===== src/rtl/mem_arbiter.sv =====
// Two-master memory arbiter: instruction reads and data reads/writes share one memory port.
// Ties alternate between masters; a stalled transfer is aborted with an error after TIMEOUT cycles.
module mem_arbiter #(
    parameter int unsigned TIMEOUT = 255
) (
    input  logic        clk,
    input  logic        rst,
    // instruction side
    input  logic        i_stb,
    input  logic [23:0] i_addr,
    output logic [31:0] i_rdata,
    output logic        i_ack,
    output logic        i_err,
    // data side
    input  logic        d_stb,
    input  logic        d_we,
    input  logic [23:0] d_addr,
    input  logic [31:0] d_wdata,
    output logic [31:0] d_rdata,
    output logic        d_ack,
    output logic        d_err,
    // memory side
    output logic        m_stb,
    output logic        m_we,
    output logic [23:0] m_addr,
    output logic [31:0] m_wdata,
    input  logic [31:0] m_rdata,
    input  logic        m_ack
);

    typedef enum logic [1:0] {StIdle, StBusyI, StBusyD} state_e;

    // Abort fires in the cycle whose missing ack would bring the count up to TIMEOUT.
    localparam logic [7:0] TimeoutLast = 8'(TIMEOUT - 1);

    state_e      state_q, state_d;
    logic        m_stb_q, m_stb_d;
    logic        m_we_q, m_we_d;
    logic [23:0] m_addr_q, m_addr_d;
    logic [31:0] m_wdata_q, m_wdata_d;
    logic        i_ack_q, i_ack_d, d_ack_q, d_ack_d;
    logic        i_err_q, i_err_d, d_err_q, d_err_d;
    logic [31:0] i_rdata_q, i_rdata_d, d_rdata_q, d_rdata_d;
    logic [7:0]  cnt_q, cnt_d;
    logic        last_d_q, last_d_d;

    logic i_elig, d_elig;
    logic finish, abort;

    always_comb begin
        state_d   = state_q;
        m_stb_d   = m_stb_q;
        m_we_d    = m_we_q;
        m_addr_d  = m_addr_q;
        m_wdata_d = m_wdata_q;
        i_ack_d   = 1'b0;
        d_ack_d   = 1'b0;
        i_err_d   = 1'b0;
        d_err_d   = 1'b0;
        i_rdata_d = i_rdata_q;
        d_rdata_d = d_rdata_q;
        cnt_d     = cnt_q;
        last_d_d  = last_d_q;
        finish    = 1'b0;
        abort     = 1'b0;

        // A master whose ack is out this cycle is masked so it cannot be issued twice.
        i_elig = i_stb & ~i_ack_q;
        d_elig = d_stb & ~d_ack_q;

        unique case (state_q)
            StIdle: begin
                if (d_elig && (!i_elig || !last_d_q)) begin
                    state_d   = StBusyD;
                    m_stb_d   = 1'b1;
                    m_we_d    = d_we;
                    m_addr_d  = d_addr;
                    m_wdata_d = d_wdata;
                    cnt_d     = 8'd0;
                    last_d_d  = 1'b1;
                end else if (i_elig) begin
                    state_d   = StBusyI;
                    m_stb_d   = 1'b1;
                    m_we_d    = 1'b0;
                    m_addr_d  = i_addr;
                    m_wdata_d = 32'd0;
                    cnt_d     = 8'd0;
                    last_d_d  = 1'b0;
                end
            end
            StBusyI, StBusyD: begin
                if (m_ack) begin
                    finish = 1'b1;
                end else if (cnt_q == TimeoutLast) begin
                    abort = 1'b1;
                end else begin
                    cnt_d = cnt_q + 8'd1;
                end
                if (finish || abort) begin
                    state_d = StIdle;
                    m_stb_d = 1'b0;
                    if (state_q == StBusyD) begin
                        d_ack_d   = 1'b1;
                        d_err_d   = abort;
                        d_rdata_d = finish ? m_rdata : 32'd0;
                    end else begin
                        i_ack_d   = 1'b1;
                        i_err_d   = abort;
                        i_rdata_d = finish ? m_rdata : 32'd0;
                    end
                end
            end
            default: state_d = StIdle;
        endcase
    end

    always_ff @(posedge clk or posedge rst) begin
        if (rst) begin
            state_q   <= StIdle;
            m_stb_q   <= 1'b0;
            m_we_q    <= 1'b0;
            m_addr_q  <= 24'd0;
            m_wdata_q <= 32'd0;
            i_ack_q   <= 1'b0;
            d_ack_q   <= 1'b0;
            i_err_q   <= 1'b0;
            d_err_q   <= 1'b0;
            i_rdata_q <= 32'd0;
            d_rdata_q <= 32'd0;
            cnt_q     <= 8'd0;
            last_d_q  <= 1'b0;
        end else begin
            state_q   <= state_d;
            m_stb_q   <= m_stb_d;
            m_we_q    <= m_we_d;
            m_addr_q  <= m_addr_d;
            m_wdata_q <= m_wdata_d;
            i_ack_q   <= i_ack_d;
            d_ack_q   <= d_ack_d;
            i_err_q   <= i_err_d;
            d_err_q   <= d_err_d;
            i_rdata_q <= i_rdata_d;
            d_rdata_q <= d_rdata_d;
            cnt_q     <= cnt_d;
            last_d_q  <= last_d_d;
        end
    end

    assign m_stb   = m_stb_q;
    assign m_we    = m_we_q;
    assign m_addr  = m_addr_q;
    assign m_wdata = m_wdata_q;
    assign i_ack   = i_ack_q;
    assign d_ack   = d_ack_q;
    assign i_err   = i_err_q;
    assign d_err   = d_err_q;
    assign i_rdata = i_rdata_q;
    assign d_rdata = d_rdata_q;

endmodule


===== config.mk =====
export PLATFORM = sky130hd
export DESIGN_NAME = mem_arbiter
export DESIGN_NICKNAME = d
export VERILOG_FILES = /design/src/rtl/mem_arbiter.sv
export SDC_FILE = /design/constraint.sdc
export NUM_CORES = 1
export LEC_CHECK = 0
export ABC_CLOCK_PERIOD_IN_PS = 4500
export CORE_AREA = 3 3 123 125
export DETAILED_ROUTE_END_ITERATION = 6
export DIE_AREA = 0 0 126 128
export GPL_TIMING_DRIVEN = 0
export PLACE_DENSITY_LB_ADDON = 0.12
export SLEW_MARGIN = 20
export SYNTH_ARGS = -nofsm -noshare
export SYNTH_HDL_FRONTEND = slang
export SYNTH_SLANG_ARGS = --single-unit

===== constraint.sdc =====
create_clock -name clk -period 4.5 [get_ports clk]
set_input_delay 0.45 -clock clk [delete_from_list [all_inputs] [get_ports clk]]
set_output_delay 0.45 -clock clk [all_outputs]
set_load 0.005 [all_outputs]

==> results.cfg, run 1 <==
[grt]
antenna_found_initial = 0
use_met2 = 0.311
use_met1 = 0.274
grt_pass1_wl_microns = 26000
grt.met3_usage = 0.0708
grt_pass1_vias = 4778
grt_usage = 0.204
overflow = 0
busiest_layer = met2
grt_max_degree = 100

[setup_path]
worstSetupStartpointType = flop
arrival_ns = 2.26
path_class = flop to flop
end_kind = flop
required_ns = 4.79
r2r_slack_ns = 2.53
cp-endpoint = cnt_q[4]
r2r_cells = 6
crit_start = state_q[0]
r2r-start = state_q[0]
r2r-end = cnt_q[4]
path_max_fanout = 6

[sta]
finClkSkew_ns = 0.0122
rsz0062_at_grt = no
setup_tns_ns = 0
worst_pin_slew_ns = 0.650
fmax_mhz = 507
setup_ws_ns = 2.53
hold_violations = 0
setup_viol = 0
hold_ws_ns = 0.410
relSlewSlack = 0.563
fin_crit_ns = 1.97
drv_slew = 0
fin_crit_sh = 0.438

[cells_and_area]
fin_cells = 867
fillers = 1142
most-common-layout-cells = clkdlybuf4s50_1, dfrtp_1, a22o_1, o21ai_0, nand2_1
final_util = 0.626
n_antenna_cell = 0
nets = 797
fin_area_sq_mm = 0.00876
syn_to_final_growth_pct = 60.7
multi_input_area_sq_mm = 0.00180
layout_commonest_cell = clkdlybuf4s50_1
ff_latch_area_sq_mm = 0.00343
drive_gt1_frac = 0.0902

[die]
core_sq_mm = 0.0140
fp.dieH_microns = 128
start_util = 0.389
die_x_microns = 126
dieArea_sq_mm = 0.0161
rows = 43
pin_count = 244

[detailed_routing]
avgRoutedWirePerCell_microns = 18.8
drc_errors = 0
drt-initial-drc-count = 237
vias = 4477
viasPerCell = 5.16
dr.pass1.iters = 4
ant_nets = 0
wirelength_microns = 16300

[synth]
ys_warn_count = 0
synth.yosys.seq_area_share = 0.629
async_reset_ff_frac = 1.00
ys_types = 41
synth_edf_count = 0
syn_nets = 534
synth_area_per_cell_sq_um = 13.2
synth_flop_cell = dfrtp_1
yosys_register_bits = 137
synth_area_sq_mm = 0.00545
synthCells = 412

[clocking]
numCtsBuffers = 17
cts_tree = yes
ctsHoldBuffers = 0
clock-sinks = 137
cts_setup_buffers = 0
htree_levels = 4
clock_latency_ns = 0.42
path_clk_slew_ns = 0.06
cts.path.max_buffers = 2
post_cts_resized = 0
cts-root-buf = clkbuf_16

[placed_design]
place_ws_ns = 2.19
place_inst = 836
postPlaceCellArea_sq_mm = 0.00814
gp_congestion = 0.826
hpwl_microns = 11900
port_buffers = 243

[power]
power_density_mw_per_mm2 = 698
p_leak_nw = 3.93
power.total_mw = 6.11
peakVddDrop_mv = 0.344

[job]
drv_cap = 0

[run_status]
outcome = completed

[hold_path]
hp-class = input pin to asynchronous set/reset pin
==> worst max-delay path: stages (launching register included) <==
cell	delay (ns)
dfrtp_1	0.39
inv_1	0.08
ha_1	0.27
inv_1	0.15
nor3_1	0.58
nor4_1	0.11
a211o_1	0.28
==> worst min path at each step <==
stage / startpoint / end / slack [ns] / cells past startpoint
after detailed placement: m_addr[20] / m_addr[20] / 0.47 / 2
after floorplan: last_d_q / last_d_q / 0.45 / 1
after global routing: rst / d_rdata[25] / 0.44 / 2
after global placement: m_addr[1] / m_addr[1] / 0.47 / 2
after CTS: rst / d_rdata[22] / 0.41 / 2
final: rst / i_rdata[26] / 0.41 / 2
==> routing by layer <==
layer,vias up,routed length (microns)
met5,-,0
met4,0,254
met3,20,1530
met2,211,7390
met1,2176,7140
li1,2070,-
==> logic make-up (layout without fill, tap and decap cells) <==
group / Yosys count / count (layout) / synth area share
AOI/OAI and AO/OA: 153 / 153 / 0.224
adders and majority gates: 4 / 4 / 0.00919
buffers and inverters: 40 / 315 / 0.0409
DFF: 137 / 137 / 0.629
muxes: 24 / 24 / 0.0441
and+or+nand+nor: 54 / 54 / 0.0524
==> report_power, final <==
part	leakage [nW]	switching [mW]	total [mW]	internal, mW
clock network	0.299	0.514	1.45	0.937
logic	1.89	1.00	2.54	1.54
registers	1.74	0.328	2.12	1.79
total	3.93	1.84	6.11	4.26
==> registers in the layout, summed over array words and instances, names as in the netlist, 2 cells and up <==
| signal | flops |
|---|---|
| d_rdata | 32 |
| m_wdata | 32 |
| state_q | 2 |
| i_rdata | 32 |
| m_addr | 24 |
| cnt_q | 8 |
==> final cells by class <==
class,count,share of cell area
sequential,137,0.392
timing repair buffer,244,0.281
multi-input combinational,235,0.205
clock buffer,19,0.0506
tap,180,0.0257
buffer,30,0.0211
clock inverter,12,0.0197
inverter,10,0.00514
==> cell usage after synthesis (2+ instances only) <==
cell type / instances / share of area
nor2b_1: 3 / 0.0034
nor4_1: 2 / 0.0023
o211a_1: 2 / 0.0037
mux2i_1: 24 / 0.044
buf_4: 3 / 0.0041
clkbuf_1: 6 / 0.0041
o31ai_1: 2 / 0.0028
o21ai_0: 28 / 0.026
a31oi_1: 5 / 0.0057
nor2_4: 2 / 0.0041
and3_1: 2 / 0.0023
buf_1: 2 / 0.0014
o2bb2ai_1: 2 / 0.0032
buf_6: 6 / 0.012
nand2_1: 27 / 0.019
nand2b_1: 3 / 0.0034
nand3_1: 6 / 0.0055
a21o_1: 2 / 0.0028
a21oi_1: 3 / 0.0028
nor2_1: 2 / 0.0014
dfrtp_1: 137 / 0.63
a22o_1: 98 / 0.16
a211o_1: 2 / 0.0032
inv_1: 10 / 0.0069
buf_2: 13 / 0.012
o21ai_2: 2 / 0.0032
ha_1: 4 / 0.0092
Note: power is estimated with default switching activity, not from simulation.
==> run 2: changes to the inputs <==
--- a/config.mk
+++ b/config.mk
@@ -5,10 +5,10 @@
 export SDC_FILE = /design/constraint.sdc
 export NUM_CORES = 1
 export LEC_CHECK = 0
-export ABC_CLOCK_PERIOD_IN_PS = 4500
-export CORE_AREA = 3 3 123 125
+export ABC_CLOCK_PERIOD_IN_PS = 1800
+export CORE_AREA = 3 3 124 126
 export DETAILED_ROUTE_END_ITERATION = 6
-export DIE_AREA = 0 0 126 128
+export DIE_AREA = 0 0 127 129
 export GPL_TIMING_DRIVEN = 0
 export PLACE_DENSITY_LB_ADDON = 0.12
 export SLEW_MARGIN = 20
==> constraint.sdc (replaced) <==
create_clock -name clk -period 1.8 [get_ports clk]
set_input_delay 0.18 -clock clk [delete_from_list [all_inputs] [get_ports clk]]
set_output_delay 0.18 -clock clk [all_outputs]
set_load 0.005 [all_outputs]
==> run 2 against run 1 <==
Total power increased to 2.5 times the previous value. Clock skew fell by 0.0039 ns. Clock-buffer cell count is 5 higher. Global-route usage increased by 0.25 points.
==> results.cfg, run 2 (synthesis gave the netlist of run 1 again) <==
[grt]
antenna_found_initial = 0
grt_pass1_vias = 4833
grt_max_degree = 36
grt_pass1_wl_microns = 26300
grt_usage = 0.207
overflow = 0

[clocking]
cts-root-buf = clkbuf_16
clock_latency_ns = 0.41
clock-sinks = 137
path_clk_slew_ns = 0.06
cts.path.max_buffers = 2
htree_levels = 4
numCtsBuffers = 17
cts_tree = yes

[die]
dieArea_sq_mm = 0.0164
pin_count = 244
start_util = 0.378
die_x_microns = 127
fp.dieH_microns = 129
core_sq_mm = 0.0144
rows = 44

[power]
clkPwrFrac = 0.229
p_sw_frac = 0.304
comb_power_share = 0.428
netSwitchingPower_mw = 4.69
peakVddDrop_mv = 0.757
p_leak_nw = 3.97
power_density_mw_per_mm2 = 1730
p_seq_frac = 0.343
p_int_mw = 10.7
power.total_mw = 15.4

[cells_and_area]
drive_gt1_frac = 0.120
most-common-layout-cells = clkdlybuf4s50_1, dfrtp_1, a22o_1, o21ai_0, nand2_1
syn_to_final_growth_pct = 63.2
n_antenna_cell = 0
nets = 800
layout_commonest_cell = clkdlybuf4s50_1

[detailed_routing]
drc_errors = 0
dr.pass1.iters = 6
wirelength_microns = 16900
viasPerCell = 5.18
avgRoutedWirePerCell_microns = 19.3
ant_nets = 0
drt-initial-drc-count = 166
vias = 4532

[sta]
hold_violations = 0
worst_pin_slew_ns = 0.662
rsz0062_at_grt = yes
finClkSkew_ns = 0.00831
setup_viol = 0
hold_ws_ns = 0.219
fin_crit_ns = 1.73
fmax_mhz = 577
fin_crit_sh = 0.962
relSlewSlack = 0.558
drv_slew = 0

[hold_path]
hp-class = input pin to asynchronous set/reset pin

[job]
drv_cap = 0

[setup_path]
r2r-start = state_q[1]
r2r-end = i_rdata[0]
required_ns = 2.14
worstSetupStartpointType = flop
arrival_ns = 2.08
end_kind = flop
r2r_cells = 6
path_class = flop to flop
r2r_slack_ns = 0.07
path_max_fanout = 10

[run_status]
outcome = completed

[placed_design]
gp_congestion = 0.813
port_buffers = 243
hpwl_microns = 12600
## run 2: routing by layer
layer  GRT usage  part of all wire
met5           0                 0
met4      0.0562             0.012
met3      0.0892             0.095
met2       0.334              0.47
met1       0.256              0.42
## run 2: area by class of cell
cell class | count | area, sq um
well taps | 184 | 230
inverters | 10 | 41.3
clock inverters | 8 | 118
clock buffers | 24 | 482
multi-input cells | 235 | 1860
plain buffers | 28 | 201
flip-flops and latches | 137 | 3430
repair buffers | 249 | 2530
fillers | 1163 | 5530
## run 2: metrics by stage
stage           util  std cells  cell area [sq um]  TNS, ns  worst slack, ns
6_report       0.616        875               8890        0           0.0683
5_1_grt        0.616        875               8890  -0.0157         -0.00984
4_1_cts        0.613        875               8840   -0.908          -0.0539
3_5_place_dp   0.568        843               8190   -14.38           -0.348
3_3_place_gp   0.563        839               8110  -179.83            -1.23
2_1_floorplan      -        412               5450   -11.94          -0.0871
## run 2: worst max-delay path by stage
stage             endpoint  cells past startpoint  startpoint
2_1_floorplan     cnt_q[0]                      1         rst
3_3_place_gp   d_rdata[21]                      2         rst
5_1_grt         i_rdata[0]                      6  state_q[1]
3_5_place_dp          m_we                      6       i_stb
4_1_cts        d_rdata[13]                      7  state_q[1]
6_report        i_rdata[0]                      6  state_q[1]
## run 2: repair_timing
item	CTS	global route
pin swaps	0	3
hold endpoints to repair	0	0
buffers inserted	0	2
resized for setup	15	14
hold buffers	0	0
setup endpoints to repair	88	101
## run 2: critical path, cell delays in order, from the launching register on
cell and delay [ns]:
dfrtp_1 0.38, inv_1 0.06, ha_2 0.35, nor2b_2 0.21, and2_1 0.27, buf_4 0.22
a22o_1 0.16
## run 2: power by group through the flow
stage                     clock [mW]  combinational, mW  sequential (mW)
after floorplan                    0               2.58             5.33
after global placement             0               6.37             5.26
after detailed placement           0               6.50             5.30
after CTS                       3.60               6.62             5.30
after global routing            3.75               7.14             5.45
final                           3.53               6.59             5.29
